$ cat config.mk
export PLATFORM = sky130hd
export DESIGN_NAME = matrix_vector_multiplier_lanes
export DESIGN_NICKNAME = d
export VERILOG_FILES = /design/src/rtl/matrix_vector_multiplier_lanes.sv
export SDC_FILE = /design/constraint.sdc
export NUM_CORES = 1
export LEC_CHECK = 0
export BUFFER_PORTS_ARGS = -buffer_cell sky130_fd_sc_hd__buf_4
export CORE_MARGIN = 3
export CORE_UTILIZATION = 62
export DETAILED_ROUTE_END_ITERATION = 16
export GPL_ROUTABILITY_DRIVEN = 0
export GPL_TIMING_DRIVEN = 0
export PLACE_DENSITY = 0.84
export SLEW_MARGIN = 20
export SYNTH_ARGS = -nofsm -noshare
export SYNTH_HDL_FRONTEND = slang
export SYNTH_SLANG_ARGS = --single-unit
$ cat constraint.sdc
create_clock -name clk -period 12.6 [get_ports clk]
set_clock_uncertainty 0.05 [all_clocks]
set_input_delay 1.89 -clock clk [delete_from_list [all_inputs] [get_ports clk]]
set_output_delay 1.89 -clock clk [all_outputs]
set_load 0.01 [all_outputs]
$ cat src/rtl/matrix_vector_multiplier_lanes.sv
// ----------------------------------------------------------------------------
// matrix_vector_multiplier_lanes
//
// Computes c = A*b for a signed N x N matrix A and an N-vector b using LANES
// parallel MAC lanes. Each lane owns one output row per pass (group). A pass
// takes N MAC cycles and one write-back cycle, so a job completes
// GROUPS*(N+1) edges after the accept edge.
//
// Ports:
//   clk       clock, all state changes on its rising edge
//   rst       asynchronous active-high reset
//   ena       start request, accepted only while in_ready=1
//   in_ready  idle and able to accept a job
//   sat_mode  sampled with ena: 1 = saturate, 0 = wrap
//   matrix_a  N*N signed WIDTH-bit elements, a_ij MSB-first (row-major)
//   vector_b  N signed WIDTH-bit elements, b_j MSB-first
//   vector_c  N signed OUT_W-bit results, c_i MSB-first
//   done      one-cycle completion pulse
//   busy      job in progress (always ~in_ready)
//   overflow  at least one c_i of the last job fell outside the OUT_W range
// ----------------------------------------------------------------------------
module matrix_vector_multiplier_lanes #(
   parameter int N     = 3,
   parameter int WIDTH = 8,
   parameter int LANES = 1,
   parameter int OUT_W = 8
) (
   input  logic                     clk,
   input  logic                     rst,
   input  logic                     ena,
   output logic                     in_ready,
   input  logic                     sat_mode,
   input  logic [N*N*WIDTH-1:0]     matrix_a,
   input  logic [N*WIDTH-1:0]       vector_b,
   output logic [N*OUT_W-1:0]       vector_c,
   output logic                     done,
   output logic                     busy,
   output logic                     overflow
);

   localparam int CLOG_N = (N > 1) ? $clog2(N) : 0;
   localparam int ACC_W  = (2*WIDTH + CLOG_N > 2*WIDTH + 1) ? 2*WIDTH + CLOG_N : 2*WIDTH + 1;
   localparam int PROD_W = 2*WIDTH;
   localparam int GROUPS = (N + LANES - 1) / LANES;
   localparam int COL_W  = (N > 1) ? $clog2(N) : 1;
   localparam int GRP_W  = (GROUPS > 1) ? $clog2(GROUPS) : 1;
   localparam logic [COL_W-1:0] COL_LAST = COL_W'(N-1);
   localparam logic [GRP_W-1:0] GRP_LAST = GRP_W'(GROUPS-1);

   typedef enum logic [1:0] {
      IDLE  = 2'd0,
      MAC   = 2'd1,
      WRITE = 2'd2
   } state_t;

   state_t                      state_r;
   logic [GRP_W-1:0]            grp_r;
   logic [COL_W-1:0]            col_r;
   logic [N*N*WIDTH-1:0]        mat_r;
   logic [N*WIDTH-1:0]          vec_r;
   logic                        sat_r;
   logic signed [ACC_W-1:0]     acc_r [LANES];
   logic [N*OUT_W-1:0]          res_r;
   logic                        ovf_job_r;

   logic signed [PROD_W-1:0]    prod_s [LANES];
   logic [LANES-1:0]            lane_act_s;
   logic [LANES-1:0]            lane_ovf_s;
   logic [N*OUT_W-1:0]          res_next_s;

   // Per-lane product for the current column, plus range check and conversion
   // of each finished accumulator merged into the next result buffer image.
   always_comb begin
      int                       row_v;
      int                       sel_v;
      logic signed [WIDTH-1:0]  a_v;
      logic signed [WIDTH-1:0]  b_v;
      logic [ACC_W-OUT_W:0]     hi_v;
      logic [OUT_W-1:0]         conv_v;
      row_v      = 0;
      sel_v      = 0;
      a_v        = '0;
      hi_v       = '0;
      conv_v     = '0;
      res_next_s = res_r;
      lane_act_s = '0;
      lane_ovf_s = '0;
      b_v        = $signed(vec_r[(N-1-int'(col_r))*WIDTH +: WIDTH]);
      for (int l = 0; l < LANES; l++) begin
         row_v = int'(grp_r) * LANES + l;
         // Lanes past the last row read row 0 harmlessly and are masked off.
         if (row_v < N) begin
            lane_act_s[l] = 1'b1;
            sel_v         = row_v;
         end else begin
            lane_act_s[l] = 1'b0;
            sel_v         = 0;
         end
         a_v       = $signed(mat_r[(N*N-1-(sel_v*N+int'(col_r)))*WIDTH +: WIDTH]);
         prod_s[l] = PROD_W'(a_v) * PROD_W'(b_v);
         // The value fits OUT_W bits exactly when all bits from OUT_W-1 up
         // to the accumulator MSB agree.
         hi_v          = acc_r[l][ACC_W-1:OUT_W-1];
         lane_ovf_s[l] = lane_act_s[l] & ~((&hi_v) | ~(|hi_v));
         if (!lane_ovf_s[l] || !sat_r) begin
            conv_v = acc_r[l][OUT_W-1:0];
         end else if (acc_r[l][ACC_W-1]) begin
            conv_v = {1'b1, {(OUT_W-1){1'b0}}};
         end else begin
            conv_v = {1'b0, {(OUT_W-1){1'b1}}};
         end
         res_next_s[(N-1-sel_v)*OUT_W +: OUT_W] =
            lane_act_s[l] ? conv_v : res_next_s[(N-1-sel_v)*OUT_W +: OUT_W];
      end
   end

   // Job sequencer: accept, N MAC columns per group, write-back, completion.
   always_ff @(posedge clk or posedge rst) begin
      if (rst) begin
         state_r   <= IDLE;
         grp_r     <= '0;
         col_r     <= '0;
         mat_r     <= '0;
         vec_r     <= '0;
         sat_r     <= 1'b0;
         res_r     <= '0;
         ovf_job_r <= 1'b0;
         in_ready  <= 1'b1;
         busy      <= 1'b0;
         done      <= 1'b0;
         overflow  <= 1'b0;
         vector_c  <= '0;
         for (int l = 0; l < LANES; l++) begin
            acc_r[l] <= '0;
         end
      end else begin
         case (state_r)
            IDLE: begin
               done <= 1'b0;
               if (ena) begin
                  mat_r     <= matrix_a;
                  vec_r     <= vector_b;
                  sat_r     <= sat_mode;
                  grp_r     <= '0;
                  col_r     <= '0;
                  ovf_job_r <= 1'b0;
                  in_ready  <= 1'b0;
                  busy      <= 1'b1;
                  state_r   <= MAC;
               end else begin
                  state_r   <= IDLE;
               end
            end
            MAC: begin
               for (int l = 0; l < LANES; l++) begin
                  if (lane_act_s[l]) begin
                     // The first column loads rather than accumulates.
                     if (col_r == COL_W'(0)) begin
                        acc_r[l] <= ACC_W'(prod_s[l]);
                     end else begin
                        acc_r[l] <= acc_r[l] + ACC_W'(prod_s[l]);
                     end
                  end
               end
               if (col_r == COL_LAST) begin
                  state_r <= WRITE;
               end else begin
                  col_r   <= col_r + COL_W'(1);
               end
            end
            WRITE: begin
               res_r     <= res_next_s;
               ovf_job_r <= ovf_job_r | (|lane_ovf_s);
               col_r     <= '0;
               if (grp_r == GRP_LAST) begin
                  // Publish the full buffer, including this group's rows.
                  vector_c <= res_next_s;
                  overflow <= ovf_job_r | (|lane_ovf_s);
                  done     <= 1'b1;
                  in_ready <= 1'b1;
                  busy     <= 1'b0;
                  state_r  <= IDLE;
               end else begin
                  grp_r    <= grp_r + GRP_W'(1);
                  state_r  <= MAC;
               end
            end
            default: begin
               state_r  <= IDLE;
               in_ready <= 1'b1;
               busy     <= 1'b0;
               done     <= 1'b0;
            end
         endcase
      end
   end

endmodule

==> reports/metrics.cfg, run 1 <==
[status]
run_status=finished, final reports clean

[critical_path]
crit_slowest_cell=sky130_fd_sc_hd__fa_1
start_kind=register
path_max_fanout=10
critical_path.reg2reg.endpoint=acc_r[16]
required_time_reported_for_the_critical_path_endpoint_ns=12.85
cpPeakStageDelay_ns=0.55
end_kind=register
critical_path.reg2reg.startpoint=grp_r[0]
arrival_ns=10.11
worst-r2r-cell-count=38
r2r_slack_ns=2.74
timing_worst_setup_path_type=reg2reg
critical-path-top-cell-by-count=sky130_fd_sc_hd__inv_1

[finish]
antenna-diode-count=0
num-nets-final=1474
proportion_of_layout_cells_with_a_drive_suffix_above_1_pct=24.41
layout_stage_area_growth_over_the_synthesis_result_pct=16.41
fillCellCount=1207

[clock_tree]
clock_tree_from_tritoncts=built
worstSkewPairLatency_ns=0.45
ctsResizeCount=0
post_cts_setup_buffer_count=0
cts.root.buffer_cell=sky130_fd_sc_hd__clkbuf_16
post_cts_hold_buffer_count=0
cts-htree-levels=4
tritoncts_num_sinks=174
clk_path_buf_depth=2
cts.reportedPaths.clkPinSlew_ns=0.07
tritoncts.num_buffers=17

[synthesis]
synthesis.area_um2=11510
synthesis.instances=1110
synth_fp_nets=1327
post_synth_num_cell_types=76
synth_flop_cell=sky130_fd_sc_hd__dfrtp_1
synthesis_warning_total=0
synthesis.area_per_instance_um2=10.37
synth_seq_area_share_pct=37.85
synth_area_leaders=sky130_fd_sc_hd__dfrtp_1 (38%), sky130_fd_sc_hd__fa_1 (10%), sky130_fd_sc_hd__mux2_2 (8.8%)
yosysMostFrequentCell=sky130_fd_sc_hd__dfrtp_1
ys_top_cells_by_count=sky130_fd_sc_hd__dfrtp_1 (173), sky130_fd_sc_hd__inv_1 (102), sky130_fd_sc_hd__nand2_1 (102)
post-synth-top-area-cell=sky130_fd_sc_hd__dfrtp_1
synth.ff_latch_count=174
synth_async_sr_flop_share_pct=100.0
synth-edff-count=0
yosys.area.top_type_share_pct=37.62

[routing]
first_iter_violations=686
routed_wirelength_um=28350
route.detailed.wl_per_inst_um=18.91
ant_nets=0
route.vias.total=9009
vias_per_cell=6.010
tritonroute_pass_1_iters=7
post-route-drc-count=0

[die]
design.die.area_um2=20230
design.portCount=128
die_height_um=142.2
initial_utilization_pct=63.63
die_width_um=142.2
floorplan.rows=49
core_footprint_um2=18090

[grt]
initial_antenna_violation_count=0
gr_usage_total_pct=28.83
maximum_number_of_pins_on_one_net_before_global_route_repair=95
first_global_vias=9345
grt.overflow.total=0
grt_first_pass_wirelength_um=46170

[sta]
setup_repair_after_global_routing_missed_its_margin=false
drv_slew=0
finalCritPeriodShare_pct=78.24
timing_limited_maximum_frequency_mhz=101.4
final.setup.tns_ns=0
finalCriticalPeriod_ns=9.858
timing.slew.headroom_pct=36.85
timing_hold_violations_final=0
setup_viol=0
worst_slew_pin_slew_ns=0.9452

[run]
max_cap_viol_count=0

[min_path]
worstHoldEndpoint=vector_c[11]
hp-class=reg2reg
worstHoldPathCells=2
worst_hold_startpoint=vector_c[11]

[placed_design]
port_buffers=127
place_hpwl_um=20900

## cells in the final DEF (no fill, tap or decap), drive strengths merged, types with 3 or more instances in the layout
cell type	count
a2111oi	3
a211oi	7
a21o	9
a21oi	63
a22o	16
a31oi	5
and3	6
buf	152
clkbuf	42
clkinv	7
clkinvlp	3
dfrtp	173
fa	58
ha	59
inv	110
mux2	98
mux2i	28
mux4	15
nand2	103
nand2b	19
nand3	9
nand4	5
nor2	92
nor2b	7
nor3	11
nor4	4
o211ai	4
o21a	5
o21ai	67
o21bai	6
o221ai	3
o22ai	9
or2	10
or3	4
xnor2	21
xor2	5
## registers in the layout (all words and copies together), names as in the netlist
register,flops
mat_r,72
res_r,24
vec_r,24
vector_c,24
acc_r,18
col_r,2
grp_r,2
state_r,2
busy,1
done,1
in_ready,1
overflow,1
ovf_job_r,1
sat_r,1
## critical path: cells and delay by family (launching register included)
kind | cells | cell delay (ns)
buffers and inverters | 10 | 1.18
AND/OR/NAND/NOR | 7 | 1.25
AO/OA/AOI/OAI | 10 | 2.35
flip-flops | 1 | 0.45
adder cells (fa/ha/maj) | 11 | 4.43
## metrics by stage
step	hold slack (ns)	instances	util [%]	instance area (um2)	setup WS (ns)
final	0.4299	1499	74.06	13400	2.742
after floorplan	0.4024	1110	-	11510	4.060
after global placement	0.4149	1466	70.48	12750	3.091
after detailed placement	0.4214	1467	70.67	12780	2.851
after CTS	0.4386	1499	74.06	13400	2.821
after global routing	0.4507	1499	74.06	13400	2.111
## worst max path at each step
stage,start,depth (start not counted),slack (ns),endpoint
floorplan,grp_r[0],36,4.06,acc_r[16]
global placement,grp_r[0],38,3.09,acc_r[16]
detailed placement,grp_r[0],38,2.85,acc_r[16]
CTS,grp_r[0],38,2.82,acc_r[16]
global route,grp_r[0],38,2.11,acc_r[16]
finish,grp_r[0],38,2.74,acc_r[16]
## layer usage
metal	up-vias	track usage [%]	share of wire [%]
met3	91	6.418	6.8
met1	4403	34.02	39
met4	0	12.98	4.0
met2	386	50.48	50
li1	4129	-	-
met5	-	0	0
## cell type report
| cell class | instances | area (um2) | area share (%) |
|---|---|---|---|
| Sequential cell | 174 | 4355 | 32.51 |
| Multi-Input combinational cell | 782 | 6535 | 48.79 |
| Clock inverter | 15 | 187.7 | 1.401 |
| Clock buffer | 17 | 425.4 | 3.176 |
| Tap cell | 229 | 286.5 | 2.139 |
| Inverter | 105 | 401.6 | 2.998 |
| Timing Repair Buffer | 128 | 980.9 | 7.323 |
| Buffer | 49 | 222.7 | 1.663 |
## cell families after synthesis
family	count (synthesis)	share of synthesized area, %
xor gates and xnor gates	26	1.979
adders and majority gates	117	16.51
buffers and inverters	154	5.360
and+or+nand+nor	279	11.20
AOI/OAI and AO/OA	219	12.15
muxes	141	14.96
DFF	174	37.85
Power of run 1 is not shown: default switching activity piles up to over one toggle a cycle in this logic, so the estimate is an artifact.
==> run 2, diff against run 1 <==
- CORE_UTILIZATION: 62 -> 60
- PLACE_DENSITY: 0.84 -> 0.81
- clock period: 12.6 -> 10 ns (I/O delays scaled with it)
==> reports/metrics.cfg, run 2 (same netlist as run 1, synthesis figures left out) <==
[critical_path]
critical-path-top-cell-by-count=sky130_fd_sc_hd__inv_1
crit_slowest_cell=sky130_fd_sc_hd__a2111o_2
cpPeakStageDelay_ns=0.54
arrival_ns=9.67
start_kind=register
end_kind=register
required_time_reported_for_the_critical_path_endpoint_ns=10.25
path_max_fanout=10
timing_worst_setup_path_type=reg2reg

[clock_tree]
clk_path_buf_depth=2
worstSkewPairLatency_ns=0.45
cts.root.buffer_cell=sky130_fd_sc_hd__clkbuf_16
tritoncts_num_sinks=174
tritoncts.num_buffers=17
post_cts_hold_buffer_count=0
cts-htree-levels=4
clock_tree_from_tritoncts=built
cts.reportedPaths.clkPinSlew_ns=0.08

[grt]
initial_antenna_violation_count=0
grt_first_pass_wirelength_um=45100
maximum_number_of_pins_on_one_net_before_global_route_repair=99
gr_usage_total_pct=27.67
first_global_vias=9230
grt.overflow.total=0

[sta]
timing.slew.headroom_pct=34.86
drv_slew=0
finalCritPeriodShare_pct=94.16
finalCriticalPeriod_ns=9.416
final.setup.tns_ns=0
timing_limited_maximum_frequency_mhz=106.2
setup_repair_after_global_routing_missed_its_margin=false
timing_hold_violations_final=0
setup_viol=0
worst_slew_pin_slew_ns=0.9750

[routing]
vias_per_cell=5.864
post-route-drc-count=0
first_iter_violations=582
route.detailed.wl_per_inst_um=18.15
route.vias.total=8825
tritonroute_pass_1_iters=8
ant_nets=0
routed_wirelength_um=27310

[die]
floorplan.rows=50
core_footprint_um2=18770
design.die.area_um2=20880
design.portCount=128
initial_utilization_pct=61.31
die_width_um=144.5
die_height_um=144.5

[finish]
largest_register_ff_count=72
num-nets-final=1475
mostFrequentLayoutCell=sky130_fd_sc_hd__dfrtp_1
layout_stage_area_growth_over_the_synthesis_result_pct=16.48
proportion_of_layout_cells_with_a_drive_suffix_above_1_pct=24.78
regMostFlops=mat_r
layout.core_utilization_pct=71.42
final_cell_mix=sky130_fd_sc_hd__dfrtp_1 (173), sky130_fd_sc_hd__buf_4 (128), sky130_fd_sc_hd__nand2_1 (102), sky130_fd_sc_hd__inv_1 (101), sky130_fd_sc_hd__nor2_1 (91)
stdcell_count=1505
antenna-diode-count=0

[placed_design]
place.detailed.instances=1472
port_buffers=127
place_hpwl_um=20380

[status]
run_status=finished, final reports clean

[min_path]
hp-class=reg2reg

[run]
max_cap_viol_count=0

-- run 2: changes by cell type in the layout (fill, tap and decap cells not counted), sizes merged --
cell    delta
buf        +1
inv        +1
clkinv     -1
-- run 2: per-layer routing --
layer	share of wire (%)	routed length [um]	GRT usage, %
met3	6.4	1746	6.647
met5	0	0	0
met4	3.7	1014	12.42
met2	50	13550	47.35
met1	40	11000	33.30
-- run 2: area by class of cell --
class,count,area (um2)
Multi-Input combinational cell,782,6549
Fill cell,1350,5364
Sequential cell,174,4355
Timing Repair Buffer,129,988.4
Clock buffer,17,425.4
Inverter,105,405.4
Tap cell,234,292.8
Buffer,49,222.7
Clock inverter,15,165.2
-- run 2: critical path: cells and delay by family (launching register included) --
family / cells / cell delay (ns)
compound gates: 9 / 2.04
simple gates: 8 / 1.78
fa+ha+maj: 11 / 3.89
buf+inv: 10 / 1.02
flops: 1 / 0.44
-- run 2: final timing paths --
path                               from      endpoint  slack (ns)  depth (start not counted)
setup / recovery               grp_r[0]     acc_r[16]        0.58                         38
hold / removal             vector_c[11]  vector_c[11]        0.43                          2
setup reg to reg               grp_r[0]     acc_r[16]        0.58                         38
hold reg to reg            vector_c[11]  vector_c[11]        0.43                          2
max in group asynchronous           rst     mat_r[36]        8.02                          3
min in group asynchronous           rst   vector_c[4]        1.03                          2
-- run 2: through the flow --
step                      setup slack (ns)  instance area, um2  hold WS, ns
final                               0.5844               13400       0.4306
after global routing               0.04889               13400       0.4535
after CTS                           0.1987               13380       0.4379
after detailed placement            0.2601               12790       0.4209
after global placement              0.5552               12750       0.4124
after floorplan                      1.460               11510       0.4024
-- run 2: timing repair --
action	CTS	global route
setup endpoints to repair	0	2
gates resized for setup	0	6
buffers inserted	0	1
Power of run 2 is left out for the same reason.
